[config.mk]
export PLATFORM = sky130hd
export DESIGN_NAME = spi_line_capture
export DESIGN_NICKNAME = d
export VERILOG_FILES = /design/src/rtl/spi_line_capture_pkg.sv /design/src/rtl/spi_line_capture_sync_edge.sv /design/src/rtl/spi_line_capture.sv
export SDC_FILE = /design/constraint.sdc
export NUM_CORES = 2
export LEC_CHECK = 0
export ABC_AREA = 1
export BUFFER_PORTS_ARGS = -buffer_cell sky130_fd_sc_hd__buf_2
export CAP_MARGIN = 20
export CORE_ASPECT_RATIO = 1.4
export CORE_MARGIN = 8
export CORE_UTILIZATION = 30
export CTS_CLUSTER_DIAMETER = 100
export CTS_CLUSTER_SIZE = 14
export DETAILED_ROUTE_END_ITERATION = 10
export PLACE_DENSITY = 0.52
export RECOVER_POWER = 25
export SETUP_SLACK_MARGIN = 0.02
export SYNTH_ARGS = -nofsm -noshare
export SYNTH_HDL_FRONTEND = slang
export SYNTH_HIERARCHICAL = 1
export SYNTH_SLANG_ARGS = --single-unit
[constraint.sdc]
create_clock -name fclk -period 7.9 [get_ports fclk]
set_input_delay 1.58 -clock fclk [delete_from_list [all_inputs] [get_ports fclk]]
set_output_delay 1.58 -clock fclk [all_outputs]
set_load 0.02 [all_outputs]
[src/rtl/spi_line_capture_pkg.sv]
// spi_line_capture_pkg
//   Shared definitions for the SPI line capture block: FSM state encoding,
//   bit positions inside the {CPOL,CPHA} mode field and a constant-foldable
//   ceiling-log2 helper used to size the buffer pointers.
`timescale 1ns/1ps

package spi_line_capture_pkg;

    // Line capture FSM states
    typedef enum logic [1:0] {
        ST_RECV  = 2'd0,
        ST_CLOSE = 2'd1,
        ST_DRAIN = 2'd2
    } cap_state_t;

    // Bit positions inside spi_mode = {CPOL, CPHA}
    localparam int MODE_CPHA = 0;
    localparam int MODE_CPOL = 1;

    // Ceiling log2, usable in parameter expressions
    function automatic int clog2(input int value);
        int result;
        result = 0;
        while ((1 << result) < value) begin
            result = result + 1;
        end
        return result;
    endfunction

endpackage

[src/rtl/spi_line_capture_sync_edge.sv]
// spi_sync_edge
//   Brings one asynchronous input into the fclk domain through a chain of
//   STAGES flops and derives single-cycle rise/fall pulses from the
//   synchronized level.
// Ports
//   clk    in   system clock
//   rst    in   asynchronous active-high reset
//   din    in   asynchronous input
//   level  out  synchronized level
//   rise   out  1-cycle pulse on a synchronized 0->1 transition
//   fall   out  1-cycle pulse on a synchronized 1->0 transition
`timescale 1ns/1ps

module spi_sync_edge #(
    parameter int   STAGES    = 2,
    parameter logic RESET_VAL = 1'b0
) (
    input  logic clk,
    input  logic rst,
    input  logic din,
    output logic level,
    output logic rise,
    output logic fall
);

    logic [STAGES-1:0] sync_q;
    logic              prev_q;

    // Synchronizer chain plus one extra flop holding the previous synchronized
    // level; the reset value matches the idle level of the wire so reset
    // release does not fake an edge.
    always_ff @(posedge clk or posedge rst) begin
        if (rst) begin
            sync_q <= {STAGES{RESET_VAL}};
            prev_q <= RESET_VAL;
        end else begin
            sync_q <= {sync_q[STAGES-2:0], din};
            prev_q <= sync_q[STAGES-1];
        end
    end

    assign level = sync_q[STAGES-1];
    assign rise  = level & ~prev_q;
    assign fall  = ~level & prev_q;

endmodule

[src/rtl/spi_line_capture.sv]
// spi_line_capture
//   SPI-slave line capture on the SD-card SPI pins. sdclk/sdcs_n/sddo are
//   oversampled by fclk, bytes are assembled in any of the four SPI modes and
//   stored until the terminator byte (or a full buffer) closes the line. The
//   closed line is then offered as a valid/ready byte stream.
// Ports
//   fclk        in   system clock, at least 4x sdclk
//   rst         in   asynchronous active-high reset
//   sdclk       in   SPI clock (asynchronous)
//   sdcs_n      in   SPI chip select, active low
//   sddo        in   SPI data master->slave
//   sddi        out  SPI data slave->master, tied high
//   spi_mode    in   {CPOL,CPHA}, taken only while chip select is high
//   rd_data     out  current line byte
//   rd_valid    out  rd_data valid
//   rd_ready    in   consumer accepts rd_data
//   line_len    out  length of the line being drained
//   line_trunc  out  line was closed by a full buffer instead of TERM
//   line_done   out  1-cycle pulse when a line closes (also for length 0)
//   ovf_flag    out  sticky, a byte was dropped while a line was pending
//   ovf_clr     in   clears ovf_flag (a simultaneous drop keeps it set)
// Configuration
//   SPI_PRINT_EN  simulation only: prints each closed line and each dropped
//                 byte. Hardware behaviour is identical either way.
`timescale 1ns/1ps

module spi_line_capture
    import spi_line_capture_pkg::*;
#(
    parameter int         DEPTH       = 256,
    parameter logic [7:0] TERM        = 8'd10,
    parameter int         SYNC_STAGES = 2,
    parameter bit         LSB_FIRST   = 1'b0,
    localparam int        AW          = clog2(DEPTH)
) (
    input  logic          fclk,
    input  logic          rst,
    input  logic          sdclk,
    input  logic          sdcs_n,
    input  logic          sddo,
    output logic          sddi,
    input  logic [1:0]    spi_mode,
    output logic [7:0]    rd_data,
    output logic          rd_valid,
    input  logic          rd_ready,
    output logic [AW:0]   line_len,
    output logic          line_trunc,
    output logic          line_done,
    output logic          ovf_flag,
    input  logic          ovf_clr
);

    localparam logic [AW:0] ONE       = (AW+1)'(1);
    localparam logic [AW:0] LAST_SLOT = (AW+1)'(DEPTH - 1);

    logic sclk_level_unused, sclk_rise, sclk_fall;
    logic cs_level, cs_rise_unused, cs_fall_unused;
    logic sddo_level, sddo_rise_unused, sddo_fall_unused;

    spi_sync_edge #(.STAGES(SYNC_STAGES), .RESET_VAL(1'b0)) u_sync_sclk (
        .clk(fclk), .rst(rst), .din(sdclk),
        .level(sclk_level_unused), .rise(sclk_rise), .fall(sclk_fall)
    );

    spi_sync_edge #(.STAGES(SYNC_STAGES), .RESET_VAL(1'b1)) u_sync_cs (
        .clk(fclk), .rst(rst), .din(sdcs_n),
        .level(cs_level), .rise(cs_rise_unused), .fall(cs_fall_unused)
    );

    spi_sync_edge #(.STAGES(SYNC_STAGES), .RESET_VAL(1'b0)) u_sync_sddo (
        .clk(fclk), .rst(rst), .din(sddo),
        .level(sddo_level), .rise(sddo_rise_unused), .fall(sddo_fall_unused)
    );

    logic [1:0] mode_q;
    logic       armed_q;
    logic [7:0] shift_q;
    logic [2:0] bitcnt_q;
    logic       byte_valid_q;
    logic [7:0] byte_q;

    logic       sample_on_rise;
    logic       sample_edge;
    logic       shift_edge;
    logic       sample_en;
    logic [7:0] shift_next;

    // CPOL==CPHA samples on the rising edge, otherwise on the falling one.
    // The opposite edge is where the master shifts data out.
    always_comb begin
        sample_on_rise = (mode_q[MODE_CPOL] == mode_q[MODE_CPHA]);
        sample_edge    = sample_on_rise ? sclk_rise : sclk_fall;
        shift_edge     = sample_on_rise ? sclk_fall : sclk_rise;
        sample_en      = ~cs_level & armed_q & sample_edge;
        shift_next     = LSB_FIRST ? {sddo_level, shift_q[7:1]}
                                   : {shift_q[6:0], sddo_level};
    end

    // Mode is only taken while chip select is idle, so a frame always runs in
    // one mode. In CPHA=1 the shifter stays disarmed until the leading (shift)
    // edge has gone by, so a stray sample-polarity edge at CS fall is ignored.
    always_ff @(posedge fclk or posedge rst) begin
        if (rst) begin
            mode_q  <= 2'b00;
            armed_q <= 1'b0;
        end else if (cs_level) begin
            mode_q  <= spi_mode;
            armed_q <= ~spi_mode[MODE_CPHA];
        end else if (shift_edge) begin
            armed_q <= 1'b1;
        end
    end

    // Bit assembly. Deasserting chip select throws away a partial byte; the
    // eighth sample produces a one-cycle byte_valid with the finished byte.
    always_ff @(posedge fclk or posedge rst) begin
        if (rst) begin
            shift_q      <= 8'h00;
            bitcnt_q     <= 3'd0;
            byte_valid_q <= 1'b0;
            byte_q       <= 8'h00;
        end else begin
            byte_valid_q <= 1'b0;
            if (cs_level) begin
                shift_q  <= 8'h00;
                bitcnt_q <= 3'd0;
            end else if (sample_en) begin
                shift_q <= shift_next;
                if (bitcnt_q == 3'd7) begin
                    bitcnt_q     <= 3'd0;
                    byte_valid_q <= 1'b1;
                    byte_q       <= shift_next;
                end else begin
                    bitcnt_q <= bitcnt_q + 3'd1;
                end
            end
        end
    end

    cap_state_t  state_q, state_d;
    logic [AW:0] wr_ptr_q, wr_ptr_d;
    logic [AW:0] rd_ptr_q, rd_ptr_d;
    logic [AW:0] len_q, len_d;
    logic        trunc_q, trunc_d;
    logic        data_ok_q, data_ok_d;
    logic        ovf_q;
    logic        mem_we;
    logic        drop;
    logic [7:0]  mem [DEPTH];
    logic [7:0]  mem_q;

    // data_ok_q says the registered RAM output belongs to rd_ptr_q; it drops
    // for one cycle whenever the read pointer moves.
    assign rd_valid   = (state_q == ST_DRAIN) && data_ok_q;
    assign rd_data    = mem_q;
    assign line_done  = (state_q == ST_CLOSE);
    assign line_len   = len_q;
    assign line_trunc = trunc_q;
    assign ovf_flag   = ovf_q;
    assign sddi       = 1'b1;

    // Next-state logic. Length and truncation are settled on the way into
    // CLOSE so they are already valid while line_done pulses. A byte landing
    // in the last slot is kept and then closes the line as truncated.
    always_comb begin
        state_d   = state_q;
        wr_ptr_d  = wr_ptr_q;
        rd_ptr_d  = rd_ptr_q;
        len_d     = len_q;
        trunc_d   = trunc_q;
        data_ok_d = data_ok_q;
        mem_we    = 1'b0;
        drop      = 1'b0;
        case (state_q)
            ST_RECV: begin
                if (byte_valid_q) begin
                    if (byte_q == TERM) begin
                        state_d = ST_CLOSE;
                        len_d   = wr_ptr_q;
                        trunc_d = 1'b0;
                    end else begin
                        mem_we   = 1'b1;
                        wr_ptr_d = wr_ptr_q + ONE;
                        if (wr_ptr_q == LAST_SLOT) begin
                            state_d = ST_CLOSE;
                            len_d   = wr_ptr_q + ONE;
                            trunc_d = 1'b1;
                        end
                    end
                end
            end
            ST_CLOSE: begin
                drop      = byte_valid_q;
                rd_ptr_d  = '0;
                data_ok_d = 1'b0;
                state_d   = (len_q == '0) ? ST_RECV : ST_DRAIN;
            end
            ST_DRAIN: begin
                drop      = byte_valid_q;
                data_ok_d = 1'b1;
                if (rd_valid && rd_ready) begin
                    data_ok_d = 1'b0;
                    rd_ptr_d  = rd_ptr_q + ONE;
                    if (rd_ptr_q + ONE == len_q) begin
                        state_d  = ST_RECV;
                        wr_ptr_d = '0;
                        trunc_d  = 1'b0;
                    end
                end
            end
            default: state_d = ST_RECV;
        endcase
    end

    // FSM and pointer registers. The overflow flag is sticky and a drop in
    // the same cycle as ovf_clr keeps it set.
    always_ff @(posedge fclk or posedge rst) begin
        if (rst) begin
            state_q   <= ST_RECV;
            wr_ptr_q  <= '0;
            rd_ptr_q  <= '0;
            len_q     <= '0;
            trunc_q   <= 1'b0;
            data_ok_q <= 1'b0;
            ovf_q     <= 1'b0;
        end else begin
            state_q   <= state_d;
            wr_ptr_q  <= wr_ptr_d;
            rd_ptr_q  <= rd_ptr_d;
            len_q     <= len_d;
            trunc_q   <= trunc_d;
            data_ok_q <= data_ok_d;
            if (drop) begin
                ovf_q <= 1'b1;
            end else if (ovf_clr) begin
                ovf_q <= 1'b0;
            end
        end
    end

    // Line buffer write port; no reset so it maps onto block RAM.
    always_ff @(posedge fclk) begin
        if (mem_we) begin
            mem[wr_ptr_q[AW-1:0]] <= byte_q;
        end
    end

    // Registered read port. Writes and reads never overlap in time because
    // writes only happen in RECV and the output is only used in DRAIN.
    always_ff @(posedge fclk or posedge rst) begin
        if (rst) begin
            mem_q <= 8'h00;
        end else begin
            mem_q <= mem[rd_ptr_q[AW-1:0]];
        end
    end

`ifdef SPI_PRINT_EN
    // Simulation-only printout of each closed line and each dropped byte.
    always @(posedge fclk) begin
        if (!rst && state_q == ST_CLOSE) begin
            $write("spi line: <");
            for (int i = 0; i < DEPTH; i++) begin
                if (i < int'(len_q)) begin
                    $write("%s", mem[i]);
                end
            end
            $write(">");
            if (trunc_q) begin
                $write(" [trunc]");
            end
            $write("\n");
        end
        if (!rst && drop) begin
            $display("spi line: overflow, dropped byte 8'h%02h", byte_q);
        end
    end
`endif

endmodule

; ---- Word level (Yosys, flattened, before mapping)
; Memory sizes are Yosys's and may differ from the RTL's. A register that Yosys moved wholly into a read port is not among the register bits.
; Index checks and enable logic that the tools add are counted.
[op_classes]
n_lt_le_gt_ge = 0
n_addsub = 3
n_reduce_logical = 17
n_mux = 44
bitwise = 8
div = 0
shifts = 0
eq_ne = 12
mul = 0
[ops]
columns = cell, n
row1 = 9-bit two-way mux, 7
row2 = 9-bit case mux with 2 select lines, 2
row3 = 1-bit two-way mux, 21
row4 = 9-bit by 1-bit adder with 9-bit output (second input constant), 2
row5 = 7-bit two-way mux, 2
row6 = 2-bit two-way mux, 6
row7 = 2-bit nonzero test, 6
row8 = 5-bit AND reduction, 2
row9 = 9-bit by 8-bit equality test with 1-bit output (second input constant), 1
row10 = 9-bit equality test, 1
row11 = 9-bit zero test, 1
row12 = 3-bit two-way mux, 3
row13 = 8-bit by 4-bit equality test with 1-bit output (second input constant), 1
row14 = 2-bit case mux with 3 select lines, 1
row15 = 3-bit AND reduction, 2
row16 = 1-bit AND, 4
row17 = 2-bit by 1-bit != test with 1-bit output (second input constant), 2
row18 = 2-bit != test (second input constant), 2
row19 = 1-bit NOT, 4
row20 = 1-bit case mux with 2 select lines, 2
row21 = 4-bit AND reduction, 1
row22 = 3-bit by 1-bit adder with 3-bit output (second input constant), 1
row23 = 3-bit equality test (second input constant), 1
row24 = 3-bit != test (second input constant), 1
row25 = other kinds (7), 8
[word_totals]
word_cells = 102
mem_count = 1
mem_bits_rw = 2048
output_inout_bits = 22
mem_bits_ro = 0
reg_bits = 61
latch_bits = 0
[memory_table]
columns = memory, words, word_bits, rd, rd_ports_with_merged_regs, wr, line
row1 = mem, 256, 8, 1, 1, 1, spi_line_capture.sv:149  ; logic [7:0] mem [DEPTH];

; ---- Depth between registers and ports, before layout
[depth]
depth_word = 6
ltp_mapped = 15
depth_no_buf = 14

; ---- Modules after synthesis
; Netlist, hierarchy kept.
[modules_own_cells]
columns = mod, area_each_um2, instances, cells_per_inst
row1 = spi_line_capture, 89387.0, 1, 8019
row2 = spi_sync_edge (u_sync_sclk ...), 93.8, 2, 8
row3 = spi_sync_edge (u_sync_cs), 97.6, 1, 8

; ---- Worst setup path after synthesis
; Ideal clock, no wire load.
[synth_timing]
kind = register to register
from = reg byte_q[4]
to = mem mem[127][0] (enable)
setup_slack_ps = 2293
path_buffers = 1
period_less_slack_ps = 5607
t_arrival_ps = 5212
stages_incl_launch_ff = 8
setup_ps = 395
path_cell_list = dfrtp_1 > nor4_1 > nand2_1 > inv_1 > nor2_2 > inv_1 > clkbuf_1 > nor4_1
[synth_between]
elab_chain_cells = 6
[synth_lines]
columns = item, line
row1 = from (decl), spi_line_capture.sv:80  ; logic [7:0] byte_q;
row2 = from (signal assigned), spi_line_capture.sv:132  ; byte_q <= shift_next;
row3 = 8-bit by 4-bit equality test with 1-bit output, spi_line_capture.sv:177  ; if (byte_q == TERM) begin
row4 = 1-bit two-way mux, spi_line_capture.sv:177
row5 = 1-bit two-way mux, spi_line_capture.sv:176  ; if (byte_valid_q) begin
row6 = 1-bit two-way mux, spi_line_capture.sv:174  ; case (state_q)
row7 = 1-bit two-way mux, spi_line_capture.sv:243  ; if (mem_we) begin
row8 = 1-bit two-way mux (not written as such), spi_line_capture.sv:244  ; mem[wr_ptr_q[AW-1:0]] <= byte_q;
row9 = to (decl), spi_line_capture.sv:149
; No other way between the ends.

; ---- Final worst setup path
[layout_timing]
from = reg byte_q[2]
to = mem mem[15][2] (data pin)
; Straight into the memory's write port.

==> flow_summary.yaml <==
hold_path:
  hold_path_class: "flip-flop to flip-flop"
  holdPathStages: 0
  min_to: "u_sync_sclk/sync_q[1]$_DFF_PP0_"
  hp-start: "u_sync_sclk/sync_q[0]$_DFF_PP0_"
layout:
  areaGrowthSynthToFinish_pct: 9.47
  stdcell_count: 11800
  drive_gt1_frac: 0.0595
  num-nets-final: 7864
  final_common_cell: "edfxtp_1"
  layout_common_cells: "edfxtp_1 (2048), nand2_1 (1572), nand3_1 (1383)"
  final_util: 0.330
floorplan:
  rows: 237
  die-area_sq_um: 317000
  core_area_sq_um: 297000
  io_pins: 31
  initial_core_util: 0.301
  die_y_microns: 663
  die_width_microns: 478
place:
  gp_congestion: 0.856
  dp.cells: 11600
  pre_cts_ws_ns: 3.13
  dp_hpwl_mm: 155
  portBuffers: 29
worst_setup_path:
  cp_common_cell: "buf_4"
  endpoint_kind: "flip-flop"
  r2r_end: "mem[15][2]$_DFFE_PP_"
  slowest_stage: "clkbuf_1"
  r2r-start: "byte_q[2]$_DFFE_PP0P_"
  cpPeakStageDelay_ns: 2.72
  reg2reg_depth: 3
  critPathTopFamily: "buffers and inverters"
  cp_num_buf_inv: 3
  required_ns: 8.38
  worstPathArrival_ns: 6.76
  crit_chain: "clkbuf_1 -> buf_4 -> buf_4"
  cp-start-kind: "flip-flop"
  ff2ff_setup_slack_ns: 1.62
  critPathMaxFanout: 72
  path_class: "flip-flop to flip-flop"
clock_network:
  cts_hold_repair.buffers: 0
  clk_pin_slew_ns: 0.07
  cts_root_buffer: "clkbuf_16"
  clkSinkCount: 2117
  clk_latency_ns: 0.85
  cts_tree: "done"
  post_cts_resized: 0
  cts_setup_buffers: 0
  ctsLongestPathBuffers: 4
  htree_levels: 4
  cts_buffers: 177
timing:
  max_freq_mhz: 159
  setup_viol: 0
  relSlewSlack: -2.06
  finalCritPeriodShare: 0.795
  layout_setup_ws_ns: 1.62
  finalHoldViolCount: 0
  fin_worst_skew_ns: 0.0349
  rsz0062_at_grt: "no"
  tightest_slew_ns: 4.59
  final_max_slew_viol_count: 1094
  setup_tns_ns: 0
  min_period_ns: 6.28
synth:
  synth.avg_cell_area_sq_um: 11.2
  ys.warnings.count: 6
  synth_cells: 8033
  syn_area_sq_um: 89600
  synth_fp_nets: 8053
run_status:
  status: "finished with violations"
  violations: "max-capacitance violations, max-slew violations"
grt:
  grt_usage: 0.162
  grt_max_degree: 193
  grt_overflow: 0
  grt_pass1_vias: 57900
  antenna_found_initial: 7
  grt_pass1_wl_mm: 389
detailed_routing:
  wirelength_mm: 266
  num_vias: 57900
  drc: 0
  antenna_left: 0
  drt_pre_antenna_iters: 7
  wire_per_inst_microns: 22.5
  drt-initial-drc-count: 5192
  vias_per_cell: 4.90
job:
  maxCapViolations: 19
power:
  powerDensity_nw_per_um2: 209
  power.leakage_uw: 0.0368
  worst_ir_drop_vdd_v: 0.000144
## state kept, by name, indices dropped and copies added (netlist names)
signal / cells
rd_ptr_q: 9
wr_ptr_q: 9
mode_q: 2
u_sync_cs/sync_q: 2
line_trunc: 1
armed_q: 1
byte_valid_q: 1
u_sync_sddo/sync_q: 2
byte_q: 8
rd_data: 8
state_q: 2
u_sync_sclk/sync_q: 2
ovf_flag: 1
bitcnt_q: 3
mem: 2048
u_sync_sclk/prev_q: 1
data_ok_q: 1
shift_q: 7
line_len: 9
## report_power, final
part | internal [uW] | switching (uW)
clock | 4080 | 3880
sequential | 12100 | 27.4
combinational | 96.2 | 302
## cell type report
cell class | instances | area, sq um
clock inverter | 5 | 66.3
timing repair buffer | 129 | 1040
inverter | 867 | 3280
multi-input combinational | 4552 | 20900
tap | 3943 | 4930
antenna | 1 | 2.50
sequential | 2117 | 63200
clock buffer | 217 | 4620
fill | 29700 | 199000
## through the flow
| stage | cell area (sq um) | hold slack, ns | power (uW) |
|---|---|---|---|
| finish | 98100 | 0.351 | 20500 |
| global route | 98100 | 0.357 | 21000 |
| CTS | 98200 | 0.353 | 20700 |
| detailed placement | 93500 | 0.338 | 12800 |
| global placement | 93400 | 0.336 | 12800 |
| floorplan | 89600 | 0.331 | 12600 |
## metal layers
| metal | track usage | wire length, microns |
|---|---|---|
| met5 | 0 | 27 |
| met4 | 0.0719 | 13000 |
| met3 | 0.0168 | 13100 |
| met2 | 0.289 | 134000 |
| met1 | 0.197 | 106000 |
## worst max-delay path by stage
| stage | from | endpoint | cells after the start |
|---|---|---|---|
| CTS | byte_q[1]$_DFFE_PP0P_ | mem[141][6]$_DFFE_PP_ | 8 |
| finish | byte_q[2]$_DFFE_PP0P_ | mem[15][2]$_DFFE_PP_ | 3 |
| detailed placement | byte_q[1]$_DFFE_PP0P_ | mem[141][3]$_DFFE_PP_ | 8 |
| floorplan | byte_q[4]$_DFFE_PP0P_ | mem[127][0]$_DFFE_PP_ | 7 |
| global placement | byte_q[1]$_DFFE_PP0P_ | mem[231][3]$_DFFE_PP_ | 7 |
| global route | byte_q[2]$_DFFE_PP0P_ | mem[8][2]$_DFFE_PP_ | 3 |
No activity file was read; power rests on OpenSTA's default activity.
